==> src/rtl/fifo_rd_pkg.sv <==
// Shared definitions for the FIFO read-side controller: control-bus codes,
// default widths and the internal operating-mode encoding.
package fifo_rd_pkg;

    localparam int DATA_WIDTH_DEF = 10;
    localparam int CNT_WIDTH_DEF  = 8;

    localparam logic [3:0] ST_RESET  = 4'b0001;
    localparam logic [3:0] ST_INIT   = 4'b0010;
    localparam logic [3:0] ST_IDLE   = 4'b0100;
    localparam logic [3:0] ST_ACTIVE = 4'b1000;

    localparam logic [1:0] SKID_DEPTH = 2'd2;

    // CLEAR and FLUSH both empty the pipeline; HOLD drains without popping.
    typedef enum logic [1:0] {
        MODE_CLEAR = 2'd0,
        MODE_FLUSH = 2'd1,
        MODE_HOLD  = 2'd2,
        MODE_RUN   = 2'd3
    } rd_mode_e;

endpackage

==> src/rtl/fifo_rd_if.sv <==
// FIFO read port plus downstream valid/ready stream of the read controller.
// The master side is the controller; the slave side is FIFO + consumer.
interface fifo_rd_if
    import fifo_rd_pkg::*;
#(
    parameter int DATA_WIDTH = DATA_WIDTH_DEF
) ();

    logic                  fifo_empty;
    logic [DATA_WIDTH-1:0] fifo_data_out;
    logic                  fifo_pop;
    logic [DATA_WIDTH-1:0] out_data;
    logic                  out_valid;
    logic                  out_ready;

    modport master (
        input  fifo_empty,
        input  fifo_data_out,
        input  out_ready,
        output fifo_pop,
        output out_data,
        output out_valid
    );

    modport slave (
        output fifo_empty,
        output fifo_data_out,
        output out_ready,
        input  fifo_pop,
        input  out_data,
        input  out_valid
    );

endinterface

==> src/rtl/fifo_rd_skid.sv <==
// Two-entry skid buffer: head register feeds the consumer, tail register
// absorbs the word that was already in flight when backpressure arrived.
module fifo_rd_skid
    import fifo_rd_pkg::*;
#(
    parameter int DATA_WIDTH = DATA_WIDTH_DEF
) (
    input  logic                  clk,
    input  logic                  reset,
    input  logic                  flush,
    input  logic                  wr_en,
    input  logic [DATA_WIDTH-1:0] wr_data,
    input  logic                  rd_en,
    output logic [1:0]            occ,
    output logic [DATA_WIDTH-1:0] head
);

    logic [DATA_WIDTH-1:0] head_r;
    logic [DATA_WIDTH-1:0] tail_r;
    logic [DATA_WIDTH-1:0] head_nxt_s;
    logic [DATA_WIDTH-1:0] tail_nxt_s;
    logic [1:0]            occ_r;
    logic [1:0]            occ_nxt_s;
    logic                  rd_s;

    // Next-state of the buffer for every write/read combination
    always_comb begin
        head_nxt_s = head_r;
        tail_nxt_s = tail_r;
        occ_nxt_s  = occ_r;
        rd_s       = rd_en && (occ_r != 2'd0);
        if (flush) begin
            head_nxt_s = '0;
            tail_nxt_s = '0;
            occ_nxt_s  = 2'd0;
        end else begin
            case ({wr_en, rd_s})
                2'b10: begin
                    if (occ_r == 2'd0) begin
                        head_nxt_s = wr_data;
                        occ_nxt_s  = 2'd1;
                    end else if (occ_r == 2'd1) begin
                        tail_nxt_s = wr_data;
                        occ_nxt_s  = 2'd2;
                    end else begin
                        // Full: the pop rule never lets a word arrive here.
                        occ_nxt_s = occ_r;
                    end
                end
                2'b01: begin
                    head_nxt_s = tail_r;
                    occ_nxt_s  = occ_r - 2'd1;
                end
                2'b11: begin
                    // Oldest word leaves; the arriving word lands behind whatever remains.
                    if (occ_r == 2'd1) begin
                        head_nxt_s = wr_data;
                    end else begin
                        head_nxt_s = tail_r;
                        tail_nxt_s = wr_data;
                    end
                    occ_nxt_s = occ_r;
                end
                default: begin
                    occ_nxt_s = occ_r;
                end
            endcase
        end
    end

    // Buffer storage and occupancy registers
    always_ff @(posedge clk) begin
        if (reset) begin
            head_r <= '0;
            tail_r <= '0;
            occ_r  <= 2'd0;
        end else begin
            head_r <= head_nxt_s;
            tail_r <= tail_nxt_s;
            occ_r  <= occ_nxt_s;
        end
    end

    assign occ  = occ_r;
    assign head = head_r;

endmodule

==> src/rtl/fifo_reader.sv <==
// Read-side controller for the data FIFO: pop/in-flight tracking, control-bus
// decode, delivered-word counter. FIFO_RD_PARITY_EN enables the even-parity check.
module fifo_reader
    import fifo_rd_pkg::*;
#(
    parameter int DATA_WIDTH = DATA_WIDTH_DEF,
    parameter int CNT_WIDTH  = CNT_WIDTH_DEF
) (
    input  logic                 clk,
    input  logic                 reset,
    input  logic [3:0]           state,
    fifo_rd_if.master            bus,
    output logic                 idle,
    output logic [CNT_WIDTH-1:0] pop_count,
    output logic                 parity_err
);

    rd_mode_e              mode_s;
    logic                  clear_s;
    logic                  run_s;
    logic                  valid_s;
    logic                  deq_s;
    logic                  capture_s;
    logic                  pop_s;
    logic                  inflight_r;
    logic [1:0]            occ_s;
    logic [2:0]            load_s;
    logic [DATA_WIDTH-1:0] head_s;
    logic [CNT_WIDTH-1:0]  count_r;

    // Decode the control bus; reset wins and unknown codes behave as IDLE
    always_comb begin
        mode_s = MODE_HOLD;
        if (reset) begin
            mode_s = MODE_CLEAR;
        end else begin
            case (state)
                ST_RESET:  mode_s = MODE_CLEAR;
                ST_INIT:   mode_s = MODE_FLUSH;
                ST_IDLE:   mode_s = MODE_HOLD;
                ST_ACTIVE: mode_s = MODE_RUN;
                default:   mode_s = MODE_HOLD;
            endcase
        end
    end

    assign clear_s   = (mode_s == MODE_CLEAR) || (mode_s == MODE_FLUSH);
    assign run_s     = (mode_s == MODE_RUN);
    assign valid_s   = (occ_s != 2'd0);
    assign deq_s     = valid_s && bus.out_ready;
    assign capture_s = inflight_r && !clear_s;
    // Words that will occupy the skid after this edge, excluding a new pop.
    assign load_s    = {1'b0, occ_s} + {2'b00, inflight_r} - {2'b00, deq_s};

    // Pop only while active, data is available and a slot is guaranteed
    always_comb begin
        pop_s = 1'b0;
        if (run_s && !bus.fifo_empty && (load_s < {1'b0, SKID_DEPTH})) begin
            pop_s = 1'b1;
        end else begin
            pop_s = 1'b0;
        end
    end

    // A pop sampled by the FIFO returns its word on the next edge
    always_ff @(posedge clk) begin
        if (clear_s) begin
            inflight_r <= 1'b0;
        end else begin
            inflight_r <= pop_s;
        end
    end

    fifo_rd_skid #(
        .DATA_WIDTH (DATA_WIDTH)
    ) u_skid (
        .clk     (clk),
        .reset   (reset),
        .flush   (clear_s),
        .wr_en   (capture_s),
        .wr_data (bus.fifo_data_out),
        .rd_en   (deq_s),
        .occ     (occ_s),
        .head    (head_s)
    );

    // Delivered-word counter, wraps naturally at its width
    always_ff @(posedge clk) begin
        if (clear_s) begin
            count_r <= '0;
        end else if (deq_s) begin
            count_r <= count_r + CNT_WIDTH'(1);
        end else begin
            count_r <= count_r;
        end
    end

`ifdef FIFO_RD_PARITY_EN
    logic parity_err_r;

    function automatic logic parity_bad(input logic [DATA_WIDTH-1:0] word);
        return ^word;
    endfunction

    // Sticky flag set on the edge a word with odd parity is captured
    always_ff @(posedge clk) begin
        if (clear_s) begin
            parity_err_r <= 1'b0;
        end else if (capture_s && parity_bad(bus.fifo_data_out)) begin
            parity_err_r <= 1'b1;
        end else begin
            parity_err_r <= parity_err_r;
        end
    end

    assign parity_err = parity_err_r;
`else
    assign parity_err = 1'b0;
`endif

    assign idle          = (occ_s == 2'd0) && !inflight_r && (bus.fifo_empty || !run_s);
    assign pop_count     = count_r;
    assign bus.fifo_pop  = pop_s;
    assign bus.out_valid = valid_s;
    assign bus.out_data  = head_s;

endmodule

==> src/flat_wrapper.sv <==
// flat-port wrapper written by rule: the top's interface ports become plain ports
module fifo_reader_flat import fifo_rd_pkg::*;
#(
    parameter int DATA_WIDTH = DATA_WIDTH_DEF,
    parameter int CNT_WIDTH  = CNT_WIDTH_DEF
)
  (clk, reset, state, idle, pop_count, parity_err, bus_fifo_empty, bus_fifo_data_out, bus_out_ready, bus_fifo_pop, bus_out_data, bus_out_valid);
  fifo_rd_if #(.DATA_WIDTH(DATA_WIDTH)) bus_i ();
  input  logic clk;
  input  logic reset;
  input  logic [3:0] state;
  output logic idle;
  output logic [CNT_WIDTH-1:0] pop_count;
  output logic parity_err;
  input wire logic [$bits(bus_i.fifo_empty)-1:0] bus_fifo_empty;
  input wire logic [$bits(bus_i.fifo_data_out)-1:0] bus_fifo_data_out;
  input wire logic [$bits(bus_i.out_ready)-1:0] bus_out_ready;
  output wire logic [$bits(bus_i.fifo_pop)-1:0] bus_fifo_pop;
  output wire logic [$bits(bus_i.out_data)-1:0] bus_out_data;
  output wire logic [$bits(bus_i.out_valid)-1:0] bus_out_valid;
  assign bus_i.fifo_empty = bus_fifo_empty;
  assign bus_i.fifo_data_out = bus_fifo_data_out;
  assign bus_i.out_ready = bus_out_ready;
  assign bus_fifo_pop = bus_i.fifo_pop;
  assign bus_out_data = bus_i.out_data;
  assign bus_out_valid = bus_i.out_valid;
  fifo_reader #(.DATA_WIDTH(DATA_WIDTH), .CNT_WIDTH(CNT_WIDTH)) u_core (.clk(clk), .reset(reset), .state(state), .bus(bus_i), .idle(idle), .pop_count(pop_count), .parity_err(parity_err));
endmodule
==> config.mk <==
export PLATFORM = sky130hd
export DESIGN_NAME = fifo_reader_flat
export DESIGN_NICKNAME = d
export VERILOG_FILES = /design/src/rtl/fifo_rd_pkg.sv /design/src/rtl/fifo_rd_if.sv /design/src/rtl/fifo_rd_skid.sv /design/src/rtl/fifo_reader.sv /design/src/flat_wrapper.sv
export SDC_FILE = /design/constraint.sdc
export NUM_CORES = 1
export LEC_CHECK = 0
export ABC_AREA = 1
export BUFFER_PORTS_ARGS = -buffer_cell sky130_fd_sc_hd__buf_4
export CORE_MARGIN = 5
export CORE_UTILIZATION = 57
export CTS_BUF_LIST = sky130_fd_sc_hd__clkbuf_4
export DETAILED_ROUTE_END_ITERATION = 8
export GPL_TIMING_DRIVEN = 0
export PLACE_DENSITY = 0.82
export SYNTH_ARGS = -nofsm -noshare
export SYNTH_HDL_FRONTEND = slang
export SYNTH_SLANG_ARGS = --single-unit
==> constraint.sdc <==
create_clock -name clk -period 2.9 [get_ports clk]
set_input_delay 0.58 -clock clk [delete_from_list [all_inputs] [get_ports clk]]
set_output_delay 0.58 -clock clk [all_outputs]
set_load 0.02 [all_outputs]
==> summary.md <==
| Metric | Value |
|---|---|
| GP Congestion | `0.836` |
| Launching point of the worst reg2reg path | `u_core.u_skid.occ[0]` |
| TNS Setup | `0 ns` |
| Commonest cells post-synth | `66 x inv_1, 65 x nand2_1, 48 x a21oi_1` |
| Worst EP arrival | `2.22 ns` |
| Sw Share | `30.0%` |
| Post-route setup slack | `0.103 ns` |
| Core footprint | `3610 um2` |
| Die width | `70.5 um` |
| Hold Path Class | `flip-flop to flip-flop` |
| First-pass DRT Iterations | `4` |
| Final number of hold-violating endpoints | `0` |
| Library cells used by synthesis | `25` |
| Initial antenna violation count | `0` |
| Vias | `2236` |
| Lkg Pwr | `1.36 nW` |
| Slowest library cell on the worst path | `dfxtp_2` |
| Main synth FF type | `dfxtp_1` |
| NumNets Final | `416` |
| Worst setup path category | `flip-flop to output port` |
| HP Start | `u_core.pop_count[1]` |
| Top cells by area, synth | `dfxtp_1 30%, inv_1 12%, nand2_1 12%` |
| Crit path time final | `2.80 ns` |
| Sw Pwr | `0.251 mW` |
| Power Density | `324 nW/um2` |
| CTS Sinks | `31` |
| CP startpoint | `u_core.u_skid.occ[0]` |
| Fraction of layout cells with a size suffix above 1 | `21.5%` |
| Clock-pin slew on the worst setup and hold paths | `0.10 ns` |
| Comb pwr share | `19.2%` |
| Critical path, cell by cell | `inv_2 -> ha_4 -> nor2_4 -> buf_8 -> ha_4 -> nor2_2 -> fa_2 -> nand2_2 -> inv_2 -> nor4_4 -> buf_4` |
| DRT Wirelength | `5420 um` |
| Slew headroom | `65.5%` |
| Non-Filler Instances | `438` |
| Register Area | `626 um2` |
| Area of the multi-input gates | `1160 um2` |
| Maximum VDD drop | `0.232 mV` |
| Skew final | `0.00561 ns` |
| WP data required | `2.32 ns` |
| Worst Path Max Fanout | `3` |
| CTS tree | `built` |
| Syn Area/Cell | `6.15 um2` |
| Effective utilization at floorplan | `57.9%` |
| Inserted Clock Buffers | `5` |
| Yosys top cell by area | `dfxtp_1` |
| Max Freq | `358 MHz` |
| Final Max Slew Viols | `0` |
| Fin util | `71.6%` |
| Row cnt | `22` |
| R2R cell count | `11` |
| Worst hold stages | `2` |
| H-tree depth | `2` |
| Synthesized cell area | `2090 um2` |
| Ys async rst share | `0%` |
| Sequential power share | `52.1%` |
| Max-Cap Viols | `0` |
| Synth Warn # | `0` |
| Largest net degree at the start of global routing | `12` |
| Die Ht | `70.5 um` |
| Syn-to-layout area delta | `23.5%` |
| Ant diodes | `0` |
| Worst-skew pair later-pin latency | `0.34 ns` |
| Vias in the first global route | `2177` |
| Drt wl/cell | `12.4 um` |
| Clock tree buffer depth | `2` |
| Post-synth top area share | `29.7%` |
| Final Cycle Share | `96.5%` |
| Fillers | `338` |
| # setup viols final | `0` |
| FF+latch count, synth | `31` |
| Sequential share of the synthesized area | `29.7%` |
| Pint | `0.586 mW` |
| Die Area | `4980 um2` |
| # port buffers | `38` |
| I/O pin count | `40` |
| Syn nets | `366` |
| Number of synthesized flops with an enable pin | `0` |
| Worst slack at placement | `-0.163 ns` |
| Via/cell ratio | `5.11` |
| RSZ-0062 raised after global routing | `no` |
| CP Capture Type | `output port` |
| Power, Total | `0.837 mW` |
| Post-DRT Antenna Nets | `0` |
| Clock network power share | `28.7%` |
| Root Buffer | `clkbuf_4` |
| Most frequent cell after synthesis | `inv_1` |
| Global-route wire length before repair | `9360 um` |
| Remaining DRCs | `0` |
| Drt first-iter violations | `236` |
| CP Launch Type | `flip-flop` |
| Worst Tran Pin Value | `0.518 ns` |
| Status | `finished, final reports clean` |
| Gr usage total | `23.0%` |
| Worst path max stage delay | `0.34 ns` |
| Placed insts | `426` |
| Mapped Cells | `340` |
| Post-CTS Hold Fix Bufs | `0` |
| Gr ovfl total | `0` |
| HPWL after DPL | `3860 um` |
final cells by class:
class,count,share of cell area (%)
Clock buffer,5,1.45
Inverter,68,9.99
Multi-Input combinational cell,226,45.0
Buffer,15,4.17
Clock inverter,2,0.339
Tap cell,48,2.33
Timing Repair Buffer,43,12.5
Sequential cell,31,24.2
cell usage in the layout (no fill, tap or decap), types with 2 or more instances in the layout:
master / count
dfxtp_1: 29
inv_2: 3
ha_1: 5
buf_2: 7
nand2_1: 64
nand2_2: 2
clkbuf_4: 5
nor2_2: 7
nand4_1: 3
a21oi_1: 48
clkbuf_1: 2
nand3_1: 34
buf_4: 47
ha_4: 2
o21ai_0: 18
inv_1: 63
nor2_1: 34
clkinv_1: 2
flip-flops by register name, indices dropped and copies added (netlist names):
register and cells:
u_core.pop_count 8, u_core.inflight_r 1, u_core.u_skid.tail_r 10, u_core.u_skid.occ 2, u_core.u_skid.head 10
final timing paths:
| kind | end | slack (ns) |
|---|---|---|
| worst min register to register | u_core.pop_count[1] | 0.50 |
| worst min-delay path | u_core.pop_count[1] | 0.50 |
| worst max register to register | u_core.u_skid.head[1] | 0.74 |
| worst max-delay path | bus_fifo_pop | 0.10 |
per-layer routing:
| layer | wire, um | global-route usage, % | vias to the layer above |
|---|---|---|---|
| met5 | 0 | 0 | - |
| met1 | 2310 | 27.7 | 986 |
| met4 | 105 | 9.60 | 0 |
| met2 | 2550 | 38.5 | 82 |
| met3 | 446 | 6.39 | 8 |
| li1 | - | - | 1160 |
power by group through the flow:
stage                     Sequential (mW)  Combinational, mW  Clock (mW)
final                               0.436              0.160       0.240
after global routing                0.438              0.178       0.271
after CTS                           0.437              0.158       0.245
after detailed placement            0.446              0.149           0
after global placement              0.446              0.146           0
after floorplan                     0.453             0.0863           0
through the flow:
stage	hold slack (ns)	cell area (um2)
CTS	0.503	2560
global route	0.527	2580
floorplan	0.483	2100
detailed placement	0.486	2450
global placement	0.486	2450
finish	0.503	2580
logic make-up after synthesis:
| logic type | share of synthesized area [%] |
|---|---|
| and+or+nand+nor | 32.2 |
| buffers and inverters | 17.0 |
| AOI/OAI and AO/OA | 15.8 |
| DFF | 29.7 |
| adders and majority gates | 5.15 |
| other | 0.179 |
worst max-delay path: cells and delay by family, from the launching register on:
kind                     cells  cell delay, ns
adder cells (fa/ha/maj)      3            0.74
buffers and inverters        4            0.40
flip-flops                   1            0.34
AND/OR/NAND/NOR              4            0.37
repair_timing:
| action | CTS | global route |
|---|---|---|
| pin swaps | 5 | 3 |
| endpoints found under the setup margin | 1 | 1 |
| gates resized for setup | 12 | 3 |
| buffers inserted | 5 | 0 |
No activity file was read; power rests on OpenSTA's default activity.
